$ cat src/rtl/uart_rx_os4.sv
// 8N1 UART receiver, 4x oversampled, with a valid/ready holding register.
// Flags framing errors and overruns as single-cycle pulses.
module uart_rx_os4 #(
  parameter int DATA_BITS   = 8,
  parameter int SYNC_STAGES = 2
) (
  input  logic                 clk,
  input  logic                 rstn,
  input  logic                 baudtick,
  input  logic                 rxd,
  output logic [DATA_BITS-1:0] rx_data,
  output logic                 rx_valid,
  input  logic                 rx_ready,
  output logic                 frame_err,
  output logic                 overrun,
  output logic                 busy
);

  localparam int BW = (DATA_BITS > 1) ? $clog2(DATA_BITS) : 1;
  localparam logic [BW-1:0] LAST = BW'(DATA_BITS - 1);

  typedef enum logic [2:0] {
    S_IDLE,
    S_START,
    S_DATA,
    S_STOP,
    S_BRK
  } state_e;

  logic [SYNC_STAGES-1:0] sync_q;
  logic                   rxs;

  state_e                 state_q, state_d;
  logic [1:0]             tcnt_q, tcnt_d;
  logic [BW-1:0]          bidx_q, bidx_d;
  logic [DATA_BITS-1:0]   shreg_q, shreg_d;

  logic [DATA_BITS-1:0]   data_q;
  logic                   valid_q;
  logic                   ferr_q;
  logic                   ovr_q;

  logic                   stop_tick;
  logic                   good;
  logic                   bad;

  always_ff @(posedge clk or negedge rstn) begin
    if (!rstn) begin
      sync_q <= '1;
    end else begin
      sync_q <= {sync_q[SYNC_STAGES-2:0], rxd};
    end
  end

  assign rxs = sync_q[SYNC_STAGES-1];

  always_ff @(posedge clk or negedge rstn) begin
    if (!rstn) begin
      state_q <= S_IDLE;
      tcnt_q  <= '0;
      bidx_q  <= '0;
      shreg_q <= '0;
    end else begin
      state_q <= state_d;
      tcnt_q  <= tcnt_d;
      bidx_q  <= bidx_d;
      shreg_q <= shreg_d;
    end
  end

  // Start sample lands 2 ticks after T0, every later sample 4 ticks apart.
  always_comb begin
    state_d = state_q;
    tcnt_d  = tcnt_q;
    bidx_d  = bidx_q;
    shreg_d = shreg_q;
    if (baudtick) begin
      tcnt_d = tcnt_q + 2'd1;
      unique case (state_q)
        S_IDLE: begin
          if (!rxs) begin
            state_d = S_START;
            tcnt_d  = '0;
          end
        end
        S_START: begin
          if (tcnt_q == 2'd1) begin
            tcnt_d  = '0;
            bidx_d  = '0;
            state_d = rxs ? S_IDLE : S_DATA;
          end
        end
        S_DATA: begin
          if (tcnt_q == 2'd3) begin
            shreg_d = {rxs, shreg_q[DATA_BITS-1:1]};
            bidx_d  = bidx_q + 1'b1;
            if (bidx_q == LAST) state_d = S_STOP;
          end
        end
        S_STOP: begin
          if (tcnt_q == 2'd3) state_d = rxs ? S_IDLE : S_BRK;
        end
        S_BRK: begin
          if (rxs) state_d = S_IDLE;
        end
        default: state_d = S_IDLE;
      endcase
    end
  end

  always_comb begin
    busy      = (state_q != S_IDLE);
    stop_tick = baudtick && (state_q == S_STOP) && (tcnt_q == 2'd3);
    good      = stop_tick && rxs;
    bad       = stop_tick && !rxs;
  end

  // A load in the handshake cycle wins over the clear.
  always_ff @(posedge clk or negedge rstn) begin
    if (!rstn) begin
      data_q  <= '0;
      valid_q <= 1'b0;
      ferr_q  <= 1'b0;
      ovr_q   <= 1'b0;
    end else begin
      ferr_q <= bad;
      ovr_q  <= good && valid_q && !rx_ready;
      if (good && (!valid_q || rx_ready)) begin
        data_q  <= shreg_q;
        valid_q <= 1'b1;
      end else if (valid_q && rx_ready) begin
        valid_q <= 1'b0;
      end
    end
  end

  assign rx_data   = data_q;
  assign rx_valid  = valid_q;
  assign frame_err = ferr_q;
  assign overrun   = ovr_q;

endmodule

$ cat config.mk
export PLATFORM = sky130hd
export DESIGN_NAME = uart_rx_os4
export DESIGN_NICKNAME = d
export VERILOG_FILES = /design/src/rtl/uart_rx_os4.sv
export SDC_FILE = /design/constraint.sdc
export NUM_CORES = 1
export LEC_CHECK = 0
export CAP_MARGIN = 10
export CORE_MARGIN = 2
export CORE_UTILIZATION = 29
export CTS_BUF_LIST = sky130_fd_sc_hd__clkbuf_8
export DETAILED_ROUTE_END_ITERATION = 8
export GPL_TIMING_DRIVEN = 0
export PLACE_DENSITY_LB_ADDON = 0.3
export SLEW_MARGIN = 20
export SYNTH_ARGS = -nofsm -noshare
export SYNTH_HDL_FRONTEND = slang
export SYNTH_SLANG_ARGS = --single-unit
$ cat constraint.sdc
create_clock -name clk -period 5.48 [get_ports clk]
set_clock_uncertainty 0.1 [all_clocks]
set_input_delay 0.822 -clock clk [delete_from_list [all_inputs] [get_ports clk]]
set_output_delay 0.822 -clock clk [all_outputs]
set_load 0.1 [all_outputs]
==> flow_summary.ini, run 1 <==
[outcome]
outcome = completed

[clock_tree]
cts.path.max_buffers = 2
clockRootBuffer = clkbuf_8
cts-resized-gates = 0
clock_latency_ns = 0.28
numClockSinks = 29
cts_buffers = 5
cts_tree = yes
post-cts-setup-buffers = 0
ctsHoldBuffers = 0
path_clk_slew_ns = 0.06
h-tree-depth = 2

[die]
core_um2 = 4290
dieArea_um2 = 4930
die_w_um = 70.2
boundaryPins = 17
start_util_pct = 29.6
chipHeight_um = 70.2
rows = 24

[global_routing]
grt_max_degree = 30
track_usage_pct = 10.1
first_global_vias = 842
grt_pass1_wl_um = 3850
grt_overflow_total = 0
antenna_found_initial = 0

[synth]
syn-num-nets = 103
synth_cells = 93
ys_types = 27
synth_seq_cells = 29
ys_seq_area_share_pct = 57.2
syn-cell-area_um2 = 1270
ys_warn_count = 0
syn_area_per_cell_um2 = 13.7

[pwr]
power_w = 0.000706
leakagePower_nw = 0.800
p_per_area_nw_per_um2 = 438
ir_drop_mv = 0.141

[worst_hold_path]
min-delay-path-class = reg2reg

[cells_and_area]
nNetsFinal = 126
area_growth_pct = 26.7
n_antenna_cell = 0
mostFrequentLayoutCells = 27 x dfrtp_1, 17 x mux2_2, 15 x clkdlybuf4s50_1
final_common_cell = dfrtp_1
fill_cells = 402
final_layout_size_suffix_gt1_share_pct = 28.2
multi_input_area_um2 = 519
regArea_um2 = 728

[routing]
vias_per_cell = 4.80
drc = 0
ant_nets = 0
drtPass1Iterations = 4
drtIter0Drc = 36
vias = 811
wirelength_um = 2280
wl_per_cell_um = 13.5

[setup_path]
critPathMaxFanout = 10
worstSetupPathType = reg2out
crit_arrival_ns = 2.34
r2r_setup_slack_ns = 3.48
startpoint_type = flip-flop
crit_required_ns = 4.56
worst_setup_path_end_kind = primary output

[timing]
period_share_pct = 59.4
drv_slew = 0
setup_viol = 0
max_slew_margin_pct = 35.1
clock.fmax_mhz = 307
hold_viol = 0
period_minus_slack_ns = 3.26
setup-tns-final_ns = 0
rsz0062_at_grt = false
tightestPinTransition_ns = 0.970

[placement]
gp_congestion = 0.761
port_buffers = 16
hpwl_um = 1540

[job]
cap_violations = 0
-- report_power, final --
part,switching (W),internal (W),total (W)
Sequential,0.0000285,0.000244,0.000272
Combinational,0.000126,0.0000762,0.000202
Clock,0.0000839,0.000148,0.000232
Total,0.000238,0.000468,0.000706
-- metrics by stage --
stage	hold WS, ns	instances	cell area [µm²]	util, %	setup WS (ns)
after CTS	0.259	169	1610	37.6	2.22
after global placement	0.248	161	1500	34.9	2.55
final	0.258	169	1610	37.6	2.22
after floorplan	0.245	93	1270	-	3.18
after detailed placement	0.250	161	1490	34.8	2.54
after global routing	0.265	169	1610	37.6	2.13
-- worst paths after layout --
check                                   to  cells after the start       start
worst max-delay path                  busy                      3  state_q[0]
worst min-delay path             sync_q[1]                      0   sync_q[0]
worst max register to register  rx_data[5]                      4   tcnt_q[0]
worst min register to register   sync_q[1]                      0   sync_q[0]
max in group asynchronous       state_q[0]                      1        rstn
min in group asynchronous       rx_data[0]                      1        rstn
-- layer usage --
metal | GRT usage [%] | share of wire [%] | vias to the layer above
met1 | 13.2 | 49 | 408
li1 | - | - | 382
met2 | 14.5 | 44 | 16
met3 | 4.91 | 4.9 | 5
met4 | 3.85 | 1.6 | 0
met5 | 0 | 0 | -
-- logic make-up after synthesis --
logic type	after synthesis	share of synthesized area (%)
buffers and inverters	6	1.97
flip-flops	29	57.2
adder cells (fa/ha/maj)	5	4.92
AO/OA/AOI/OAI	16	9.34
multiplexers	17	15.0
AND/OR/NAND/NOR	20	11.5
-- synth_stat cells --
master	instances	area, µm²
dfrtp_1	27	676
mux2_2	17	191
ha_1	5	62.6
nor2_1	5	18.8
a21o_1	3	22.5
a311oi_1	3	26.3
inv_1	3	11.3
nand2b_1	3	18.8
a22o_1	2	17.5
and3b_1	2	17.5
buf_2	2	10.0
dfstp_2	2	52.6
nand2_1	2	7.51
nor2b_1	2	12.5
o21ai_0	2	10.0
o31ai_1	2	15.0
a211o_1	1	8.76
a21oi_1	1	5.00
a22oi_1	1	7.51
a31oi_1	1	6.26
clkbuf_1	1	3.75
nand4b_1	1	8.76
nand4b_4	1	23.8
nor3b_1	1	7.51
nor3b_4	1	18.8
or2_2	1	6.26
or3_1	1	6.26
-- critical path: stages (launching register included) --
cell	delay (ns)
dfrtp_1	0.42
clkbuf_1	0.35
or3_1	0.17
clkdlybuf4s50_1	1.12
-- flip-flops by register name, indices dropped and copies added (netlist names) --
signal     cells
rx_data        8
shreg_q        8
bidx_q         3
state_q        3
sync_q         2
tcnt_q         2
frame_err      1
overrun        1
rx_valid       1
-- area by class of cell --
| cell class | instances | area share (%) |
|---|---|---|
| multi-input combinational | 58 | 32.2 |
| inverter | 3 | 0.698 |
| sequential | 29 | 45.2 |
| timing repair buffer | 16 | 9.62 |
| clock buffer | 6 | 5.12 |
| clock inverter | 2 | 2.33 |
| tap | 52 | 4.03 |
| buffer | 3 | 0.853 |
Note: power is estimated with default switching activity, not from simulation.
==> run 2: changes to the inputs <==
==> constraint.sdc (replaced) <==
create_clock -name clk -period 3.3 [get_ports clk]
set_clock_uncertainty 0.1 [all_clocks]
set_input_delay 0.495 -clock clk [delete_from_list [all_inputs] [get_ports clk]]
set_output_delay 0.495 -clock clk [all_outputs]
set_load 0.1 [all_outputs]
==> results of run 2 <==
Same layout as run 1 (identical final DEF). Status: completed.
Among the figures that moved: setup slack after placement 2.54 ns -> 0.692 ns; clock-pin slew on the worst setup and hold paths 0.06 ns -> 0.07 ns; setup slack after layout 2.22 ns -> 0.369 ns; hold slack 0.258 ns -> 0.140 ns; register-to-register setup slack 3.48 ns -> 1.30 ns; total power 0.000706 W -> 0.00117 W; worst IR drop on VDD 0.141 mV -> 0.234 mV
